## src/rtl/fetch_pkg.sv

```systemverilog
// Shared definitions for the fetch front end: opcode constants, immediate
// decoding helpers, FSM states and the instruction-queue entry layout.
package fetch_pkg;

   localparam logic [6:0] OPC_BRANCH = 7'b1100011;
   localparam logic [6:0] OPC_JAL    = 7'b1101111;
   localparam logic [6:0] OPC_JALR   = 7'b1100111;
   localparam logic [6:0] OPC_LOAD   = 7'b0000011;
   localparam logic [6:0] OPC_STORE  = 7'b0100011;
   localparam logic [6:0] OPC_OP     = 7'b0110011;
   localparam logic [6:0] OPC_OPIMM  = 7'b0010011;

   typedef enum logic [0:0] {
      FETCH = 1'b0,
      STALL = 1'b1
   } fetchState_t;

   typedef struct packed {
      logic [31:0] instr;
      logic [31:0] addr;
      logic        jump;
   } fetchEntry_t;

   function automatic logic [31:0] imm_b(input logic [31:0] instr);
      return {{20{instr[31]}}, instr[7], instr[30:25], instr[11:8], 1'b0};
   endfunction

   function automatic logic [31:0] imm_j(input logic [31:0] instr);
      return {{12{instr[31]}}, instr[19:12], instr[20], instr[30:21], 1'b0};
   endfunction

   function automatic logic [31:0] imm_i(input logic [31:0] instr);
      return {{21{instr[31]}}, instr[30:20]};
   endfunction

endpackage

```

## src/rtl/instr_queue_fifo.sv

```systemverilog
// Circular instruction buffer: head/tail pointers wrap modulo DEPTH and the
// head entry is read straight out of the storage registers.
module instr_queue_fifo
   import fetch_pkg::*;
#(
   parameter int DEPTH = 4
) (
   input  logic                     clockIn,
   input  logic                     resetIn,
   input  logic                     push,
   input  fetchEntry_t              pushData,
   input  logic                     pop,
   input  logic                     clear,
   output logic                     headValid,
   output fetchEntry_t              headData,
   output logic [$clog2(DEPTH):0]   count
);

   localparam int PW = $clog2(DEPTH);
   localparam int CW = PW + 1;

   fetchEntry_t   memR [DEPTH];
   logic [PW-1:0] headR;
   logic [PW-1:0] tailR;
   logic [CW-1:0] countR;

   // pointer and occupancy bookkeeping; clear wins over push/pop
   always_ff @(posedge clockIn or posedge resetIn) begin
      if (resetIn) begin
         headR  <= '0;
         tailR  <= '0;
         countR <= '0;
      end else if (clear) begin
         headR  <= '0;
         tailR  <= '0;
         countR <= '0;
      end else begin
         if (push) begin
            tailR <= tailR + PW'(1);
         end
         if (pop) begin
            headR <= headR + PW'(1);
         end
         countR <= countR + CW'(push) - CW'(pop);
      end
   end

   // entry storage
   always_ff @(posedge clockIn) begin
      if (push && !clear) begin
         memR[tailR] <= pushData;
      end
   end

   assign headValid = (countR != '0);
   assign headData  = memR[headR];
   assign count     = countR;

endmodule

```

## src/rtl/fetch_queue_unit.sv

```systemverilog
// Instruction fetch front end: PC sequencing with control-flow predecode,
// JALR resolution through the ROB, and a DEPTH-entry issue queue.
module fetch_queue_unit
   import fetch_pkg::*;
#(
   parameter int          DEPTH     = 4,
   parameter int          ROB_WIDTH = 4,
   parameter logic [31:0] RESET_PC  = 32'h0
) (
   input  logic                      clockIn,
   input  logic                      resetIn,
   input  logic                      instrInValid,
   input  logic [31:0]               instrIn,
   input  logic [31:0]               instrAddr,
   input  logic                      jump,
   output logic                      fetchValid,
   output logic [31:0]               fetchAddr,
   input  logic [ROB_WIDTH-1:0]      robNext,
   input  logic                      robReady,
   input  logic [31:0]               robValue,
   output logic [ROB_WIDTH-1:0]      robRequest,
   input  logic                      flush,
   input  logic [31:0]               flushAddr,
   output logic                      issueValid,
   output logic [31:0]               issueInstr,
   output logic [31:0]               issueAddr,
   output logic                      issueJump,
   input  logic                      issueReady,
   output logic [$clog2(DEPTH):0]    queueCount
);

   localparam int CW = $clog2(DEPTH) + 1;

   fetchState_t          stateR;
   fetchState_t          stateNextS;
   logic [31:0]          pcR;
   logic [31:0]          pcNextS;
   logic [ROB_WIDTH-1:0] robRequestR;
   logic [6:0]           opcodeS;
   logic                 isJalrS;
   logic                 acceptS;
   logic                 popS;
   logic                 headValidS;
   logic [CW-1:0]        countS;
   fetchEntry_t          pushEntryS;
   fetchEntry_t          headEntryS;

   assign opcodeS    = instrIn[6:0];
   assign isJalrS    = (opcodeS == OPC_JALR);
   assign acceptS    = fetchValid && instrInValid && (instrAddr == pcR) && !flush;
   assign popS       = headValidS && issueReady && !flush;
   assign pushEntryS = '{instr: instrIn, addr: pcR, jump: (opcodeS == OPC_BRANCH) && jump};

   instr_queue_fifo #(
      .DEPTH(DEPTH)
   ) queue (
      .clockIn   (clockIn),
      .resetIn   (resetIn),
      .push      (acceptS),
      .pushData  (pushEntryS),
      .pop       (popS),
      .clear     (flush),
      .headValid (headValidS),
      .headData  (headEntryS),
      .count     (countS)
   );

   // state register
   always_ff @(posedge clockIn or posedge resetIn) begin
      if (resetIn) begin
         stateR <= FETCH;
      end else begin
         stateR <= stateNextS;
      end
   end

   // next state: a JALR parks fetch until the ROB supplies the target
   always_comb begin
      stateNextS = stateR;
      if (flush) begin
         stateNextS = FETCH;
      end else begin
         case (stateR)
            FETCH:   stateNextS = (acceptS && isJalrS) ? STALL : FETCH;
            STALL:   stateNextS = robReady ? FETCH : STALL;
            default: stateNextS = FETCH;
         endcase
      end
   end

   // state-decoded outputs
   always_comb begin
      fetchValid = 1'b0;
      case (stateR)
         FETCH:   fetchValid = (countS < CW'(DEPTH));
         STALL:   fetchValid = 1'b0;
         default: fetchValid = 1'b0;
      endcase
   end

   // next PC from predecode, ROB return or redirect
   always_comb begin
      pcNextS = pcR;
      if (flush) begin
         pcNextS = flushAddr;
      end else if (stateR == STALL) begin
         if (robReady) begin
            pcNextS = robValue & ~32'h1;
         end else begin
            pcNextS = pcR;
         end
      end else if (acceptS) begin
         case (opcodeS)
            OPC_BRANCH: pcNextS = jump ? (pcR + imm_b(instrIn)) : (pcR + 32'd4);
            OPC_JAL:    pcNextS = pcR + imm_j(instrIn);
            OPC_JALR:   pcNextS = pcR;
            default:    pcNextS = pcR + 32'd4;
         endcase
      end else begin
         pcNextS = pcR;
      end
   end

   // PC register
   always_ff @(posedge clockIn or posedge resetIn) begin
      if (resetIn) begin
         pcR <= RESET_PC;
      end else begin
         pcR <= pcNextS;
      end
   end

   // the JALR's own ROB tag is the next free tag offset by what is still queued ahead of it
   always_ff @(posedge clockIn or posedge resetIn) begin
      if (resetIn) begin
         robRequestR <= '0;
      end else if (acceptS && isJalrS) begin
         robRequestR <= robNext + ROB_WIDTH'(countS);
      end
   end

   assign fetchAddr  = pcR;
   assign robRequest = robRequestR;
   assign issueValid = headValidS;
   assign issueInstr = headEntryS.instr;
   assign issueAddr  = headEntryS.addr;
   assign issueJump  = headEntryS.jump;
   assign queueCount = countS;

endmodule
```

## config.mk

```make
export PLATFORM = sky130hd
export DESIGN_NAME = fetch_queue_unit
export DESIGN_NICKNAME = d
export VERILOG_FILES = /design/src/rtl/fetch_pkg.sv /design/src/rtl/instr_queue_fifo.sv /design/src/rtl/fetch_queue_unit.sv
export SDC_FILE = /design/constraint.sdc
export NUM_CORES = 1
export LEC_CHECK = 0
export BUFFER_PORTS_ARGS = -buffer_cell sky130_fd_sc_hd__buf_2
export CAP_MARGIN = 10
export CORE_ASPECT_RATIO = 1.4
export CORE_UTILIZATION = 58
export DETAILED_ROUTE_END_ITERATION = 12
export GPL_TIMING_DRIVEN = 0
export PLACE_DENSITY = 0.81
export REMOVE_ABC_BUFFERS = 1
export SYNTH_ARGS = -nofsm -noshare
export SYNTH_HDL_FRONTEND = slang
export SYNTH_HIERARCHICAL = 1
export SYNTH_SLANG_ARGS = --single-unit
export TNS_END_PERCENT = 50
```

## constraint.sdc

```tcl
create_clock -name clockIn -period 4.45 [get_ports clockIn]
set_input_delay 0.89 -clock clockIn [delete_from_list [all_inputs] [get_ports clockIn]]
set_output_delay 0.89 -clock clockIn [all_outputs]
set_load 0.005 [all_outputs]
```

* After elaboration in Yosys (flattened, before gate mapping)
Memory sizes are Yosys's and may differ from the RTL's. Index checks and enable logic that the tools add are counted.
Operators by class: $add $sub $neg 8, $lt $le $gt $ge 1, equal/unequal tests 6, muxes and demuxes 18, bitwise gates (word level) 1, reduce and logical (&&, ||, !) cells 14
Operators by type and width (number):
- $mux 32 | 5
- $pmux 32 s3 | 1
- $add 32x32->32 | 2
- $add 32x3->32 const B | 1
- $eq 32x32->1 | 1
- $eq 7x7->1 const B | 3
- $logic_and 1x1->1 | 8
- $mux 2 | 4
- $ne 3x3->1 const B | 2
- $reduce_bool 3->1 | 2
- $mux 1 | 5
- $add 2x1->2 const B | 2
- $add 4x3->4 | 1
- $pmux 1 s2 | 2
- $reduce_bool 2->1 | 2
- $add 3x1->3 | 1
- $lt 3x3->1 const B | 1
- $mux 3 | 1
- $reduce_and 3->1 | 1
- $sub 3x1->3 | 1
- $logic_not 1->1 | 1
- $not 1->1 | 1
Word-level totals: bits in registers 44, RAM bits 260, bits of input ports 139, word-level logic and storage cells 55, memories 1
Memories:
- queue.memR | words 4, width 65, rd ports 1, clocked after memory_dff 0, wr ports 1, line instr_queue_fifo.sv:22 | fetchEntry_t memR [DEPTH];

* Longest topological paths before layout
depth after elaboration 9, mapped depth 11

* Cells and area by module
The synthesis kept the hierarchy.
By module, submodules not included:
- instr_queue_fifo | instances 1, cells each 379, area each 9826.9 µm², sequential area each 7982.7 µm²
- fetch_queue_unit | instances 1, cells each 885, area each 6568.8 µm², sequential area each 925.9 µm²

* Worst setup path before layout
OpenSTA, ideal clock, no wires.
kind in2reg, start input port instrAddr[2], end memory queue/memR[0][0] in the netlist's numbering (enable), data arrival time 3580 ps, required time 4020 ps, setup slack 439 ps, cell stages on the path 7, path buffers 0, cells stage by stage xnor2_1 -> nand4_1 -> nor4_2 -> nand4_1 -> nor2_1 -> nor2b_1 -> and2_1
Between the ends: word-level cells in the longest chain between the ends 6
Ends and longest elaborated chain:
- start: declaration | line fetch_queue_unit.sv:14 | input logic [31:0] instrAddr,
- $eq 32x32->1 | line fetch_queue_unit.sv:50 | assign acceptS = fetchValid && instrInValid && (instrAddr == pcR) && !flush;
- $logic_and 1x1->1 (2 in a row) | line fetch_queue_unit.sv:50
- net acceptS | line fetch_queue_unit.sv:41 | logic acceptS;
- $logic_and 1x1->1 | line instr_queue_fifo.sv:50 | if (push && !clear) begin
- $mux 1 | line instr_queue_fifo.sv:50
- $mux 1 (not written as such) | line instr_queue_fifo.sv:51 | memR[tailR] <= pushData;
- end: declaration | line instr_queue_fifo.sv:22
The timed path passes the listed nets, and every way through them passes these cells.

* Final worst setup path
start register pcR[7], in the netlist fetchAddr[7], end memory queue/memR[0][10] in the netlist's numbering (enable)
Between the ends: word-level cells in the longest chain between the ends 6
Ends and longest elaborated chain:
- start: declaration | line fetch_queue_unit.sv:36 | logic [31:0] pcR;
- start signal: assignment | line fetch_queue_unit.sv:129 | pcR <= pcNextS;
- $eq 32x32->1 | line fetch_queue_unit.sv:50
- $logic_and 1x1->1 (2 in a row) | line fetch_queue_unit.sv:50
- net acceptS | line fetch_queue_unit.sv:41
- $logic_and 1x1->1 | line instr_queue_fifo.sv:50
- $mux 1 | line instr_queue_fifo.sv:50
- $mux 1 (not written as such) | line instr_queue_fifo.sv:51
The timed path passes the listed nets, and every way through them passes these cells.

==> impl_metrics.sql <==
INSERT INTO impl_metrics (metric_group, metric, value, unit) VALUES
('outcome', 'status', 'finished, final reports clean', ''),
('global_routing', 'first_global_vias', '12200', ''),
('finish', 'stdcell_count', '1848', ''),
('floorplan', 'initial_core_util', '0.591', ''),
('finish', 'area_growth', '14.1', '%'),
('yosys', 'postSynthRegisterBits', '304', ''),
('sta', 'max-slew-margin-rel', '0.111', ''),
('detailed_routing', 'postRouteWirelength', '46300', 'um'),
('clocking', 'insertion_delay', '0.57', 'ns'),
('yosys', 'syn-cell-area', '0.0164', 'mm2'),
('setup_path', 'worst-endpoint-arrival', '4.09', 'ns'),
('setup_path', 'cpPeakStageDelay', '0.57', 'ns'),
('yosys', 'synth_seq_area_share', '0.543', ''),
('sta', 'shortest_period_the_worst_path_allows', '3.86', 'ns'),
('floorplan', 'core_rows', '72', ''),
('yosys', 'ys_warn_count', '6', ''),
('clocking', 'path_clk_slew', '0.07', 'ns'),
('setup_path', 'regToRegSetupSlack', '0.59', 'ns'),
('sta', 'timing.final.ws_setup', '0.590', 'ns'),
('sta', 'timing.hold.ws', '0.274', 'ns'),
('sta', 'worstMarginPinSlew', '1.33', 'ns'),
('placed_design', 'port_buffers', '243', ''),
('floorplan', 'i_o_pin_count', '245', ''),
('clocking', 'clockRootBuffer', 'clkbuf_16', ''),
('placed_design', 'gpl.final_weighted_congestion', '0.966', ''),
('yosys', 'synthesis.area_per_instance', '13.0', 'um2'),
('clocking', 'cts_setup_buffers', '0', ''),
('setup_path', 'critical_path.reg2reg.startpoint', 'fetchAddr[7]$_DFFE_PP0P_', ''),
('floorplan', 'fp.dieArea', '0.0290', 'mm2'),
('sta', 'drv_slew', '0', ''),
('setup_path', 'cp-start-kind', 'flip-flop', ''),
('yosys', 'most_common_flop_cell_mapped_by_yosys', 'edfxtp_1', ''),
('placed_design', 'place_hpwl', '31100', 'um'),
('sta', 'fmaxAchievable', '259', 'MHz'),
('global_routing', 'grt_start_max_net_pins', '53', ''),
('setup_path', 'worst-path-max-fanout', '44', ''),
('clocking', 'cts-buffers-inserted', '28', ''),
('yosys', 'number_of_enable_type_register_cells_in_the_synthesized_netlist', '260', ''),
('global_routing', 'antenna_violations_before_repair', '4', ''),
('finish', 'drive_gt1_frac', '0.278', ''),
('detailed_routing', 'drc_errors', '0', ''),
('sta', 'period_share', '0.867', ''),
('global_routing', 'global_route.usage.total', '0.329', ''),
('clocking', 'cts.htree.levels', '1', ''),
('placed_design', 'area_after_detailed_placement', '0.0177', 'mm2'),
('finish', 'finish.instance_area', '0.0187', 'mm2'),
('power_and_ir_drop', 'max_ir_drop_vdd', '0.000263', 'V'),
('setup_path', 'worstRegToRegCells', '8', ''),
('clocking', 'max-clock-path-buffers', '3', ''),
('setup_path', 'crit_type', 'reg2reg', ''),
('detailed_routing', 'vias', '12100', ''),
('clocking', 'cts.repair.resized', '0', ''),
('power_and_ir_drop', 'total_power', '7.37', 'mW'),
('yosys', 'async_reset_ff_frac', '0.145', ''),
('detailed_routing', 'antenna_violating_nets_post_route', '0', ''),
('floorplan', 'die_width', '144', 'um'),
('finish', 'final_net_count', '1648', ''),
('detailed_routing', 'first_iter_violations', '1234', ''),
('setup_path', 'critical_path_required', '4.68', 'ns'),
('worst_hold_path', 'min_path_type', 'in2async', ''),
('floorplan', 'die_height', '201', 'um'),
('power_and_ir_drop', 'power.density', '394', 'mW/mm2'),
('setup_path', 'path_delay_family', 'simple AND/OR/NAND/NOR gates', ''),
('detailed_routing', 'detailedRoute.firstPassIterationCount', '9', ''),
('global_routing', 'grt_overflow_total', '0', ''),
('clocking', 'number_of_buffers_inserted_for_hold_repair_after_clock_tree_synthesis', '0', ''),
('setup_path', 'worstPathBufferInverterCount', '1', ''),
('setup_path', 'worst_path_max_delay_cell', 'dfrtp_1', ''),
('detailed_routing', 'wire_per_inst', '25.0', 'um'),
('sta', 'hold_viol_final', '0', ''),
('sta', 'timing.final.setup_violations', '0', '');
layer usage:
metal  track usage  share of wire  vias up
met3        0.0470          0.088      169
met5             0              0        -
met4         0.182          0.052        0
met2         0.548           0.50      770
li1              -              -     5297
met1         0.408           0.36     5853
flip-flops by register name (all words and copies together), names as in the netlist:
register,count
robRequest,4
queue/count,3
queue/tailR,2
queue/memR,260
queue/headR,2
stateR,1
fetchAddr,32
layout by cell type (no fill, tap or decap), types with 5 or more instances in the layout:
master / Yosys / routed
clkbuf_16: 0 / 28
a21o_1: 18 / 18
buf_2: 21 / 243
o31ai_1: 7 / 7
clkinv_2: 0 / 5
buf_16: 0 / 8
and3_1: 15 / 15
dfrtp_1: 44 / 42
a31oi_1: 14 / 14
mux2i_1: 7 / 7
a221o_1: 6 / 6
o22ai_1: 27 / 27
and4_1: 6 / 6
o21ai_0: 50 / 50
nand3_1: 30 / 30
diode_2: 0 / 5
xnor2_1: 57 / 57
nand4_1: 24 / 24
a21oi_1: 85 / 85
o221ai_1: 12 / 12
o211ai_1: 11 / 11
or3_1: 8 / 8
mux4_2: 65 / 65
a211oi_1: 9 / 9
o21a_1: 11 / 11
a31o_2: 5 / 5
nor2b_1: 5 / 5
xor2_1: 32 / 32
ha_1: 53 / 53
nor3_1: 19 / 19
o21ai_1: 5 / 5
nor2_1: 77 / 77
a221oi_1: 14 / 14
nand2_1: 73 / 73
inv_1: 31 / 30
edfxtp_1: 260 / 260
metrics by stage:
| step | setup TNS [ns] | utilization |
|---|---|---|
| 2_1_floorplan | 0 | - |
| 3_3_place_gp | -501.58 | 0.629 |
| 3_5_place_dp | -0.518 | 0.639 |
| 4_1_cts | 0 | 0.672 |
| 5_1_grt | 0 | 0.674 |
| 6_report | 0 | 0.674 |
Yosys cell counts, types with 5 or more instances:
cell type	count	share of area
and2_1	5	0.0019
a31oi_1	14	0.0053
mux2i_1	7	0.0043
a31o_2	5	0.0027
xnor2_1	57	0.030
nor2_1	77	0.018
inv_1	31	0.0071
edfxtp_1	260	0.48
and3_1	15	0.0057
or3_1	8	0.0031
a211oi_1	9	0.0041
nand2_1	73	0.017
o21a_1	11	0.0050
ha_1	53	0.040
mux4_2	65	0.089
o31ai_1	7	0.0032
clkbuf_1	27	0.0062
o22ai_1	27	0.010
buf_2	21	0.0064
o21ai_0	50	0.015
dfrtp_1	44	0.067
a21o_1	18	0.0082
buf_4	37	0.017
xor2_1	32	0.017
and4_1	6	0.0032
a221oi_1	14	0.0075
o21ai_1	5	0.0015
nor2b_1	5	0.0019
a221o_1	6	0.0037
a21oi_1	85	0.026
o211ai_1	11	0.0050
nand4_1	24	0.0092
nor3_1	19	0.0058
o221ai_1	12	0.0064
buf_6	5	0.0034
nand3_1	30	0.0092
kinds of logic after synthesis:
family	Yosys count	share of synthesized area
flops	304	0.543
compound gates	324	0.135
buf+inv	129	0.0446
fa+ha+maj	57	0.0453
xor+xnor	91	0.0499
simple gates	284	0.0866
mux	75	0.0956
report_power, final:
part,switching (mW),internal (mW),leakage (nW),total (mW)
Clock,1.07,1.36,0.450,2.43
Sequential,0.217,3.16,2.87,3.38
Combinational,0.855,0.701,3.54,1.56
Total,2.14,5.22,6.86,7.37
cell type report:
type / count / area, um2
clock inverter: 19 / 208
inverter: 32 / 120
clock buffer: 32 / 726
multi-input combinational: 831 / 6770
antenna: 5 / 12.5
sequential: 304 / 8920
timing repair buffer: 255 / 1500
tap: 370 / 463
fill: 2012 / 9040
worst max-delay path by stage:
stage	to	slack, ns	cells after the start
after floorplan	issueAddr[0]	0.25	1
after global placement	queue/memR[1][10]$_DFFE_PP_	-1.69	8
after detailed placement	fetchAddr[8]$_DFFE_PP0P_	-0.14	8
after CTS	fetchAddr[8]$_DFFE_PP0P_	0.43	8
after global routing	queue/memR[0][10]$_DFFE_PP_	0.51	8
final	queue/memR[0][10]$_DFFE_PP_	0.59	8
Power figures use the tool's default switching activity.
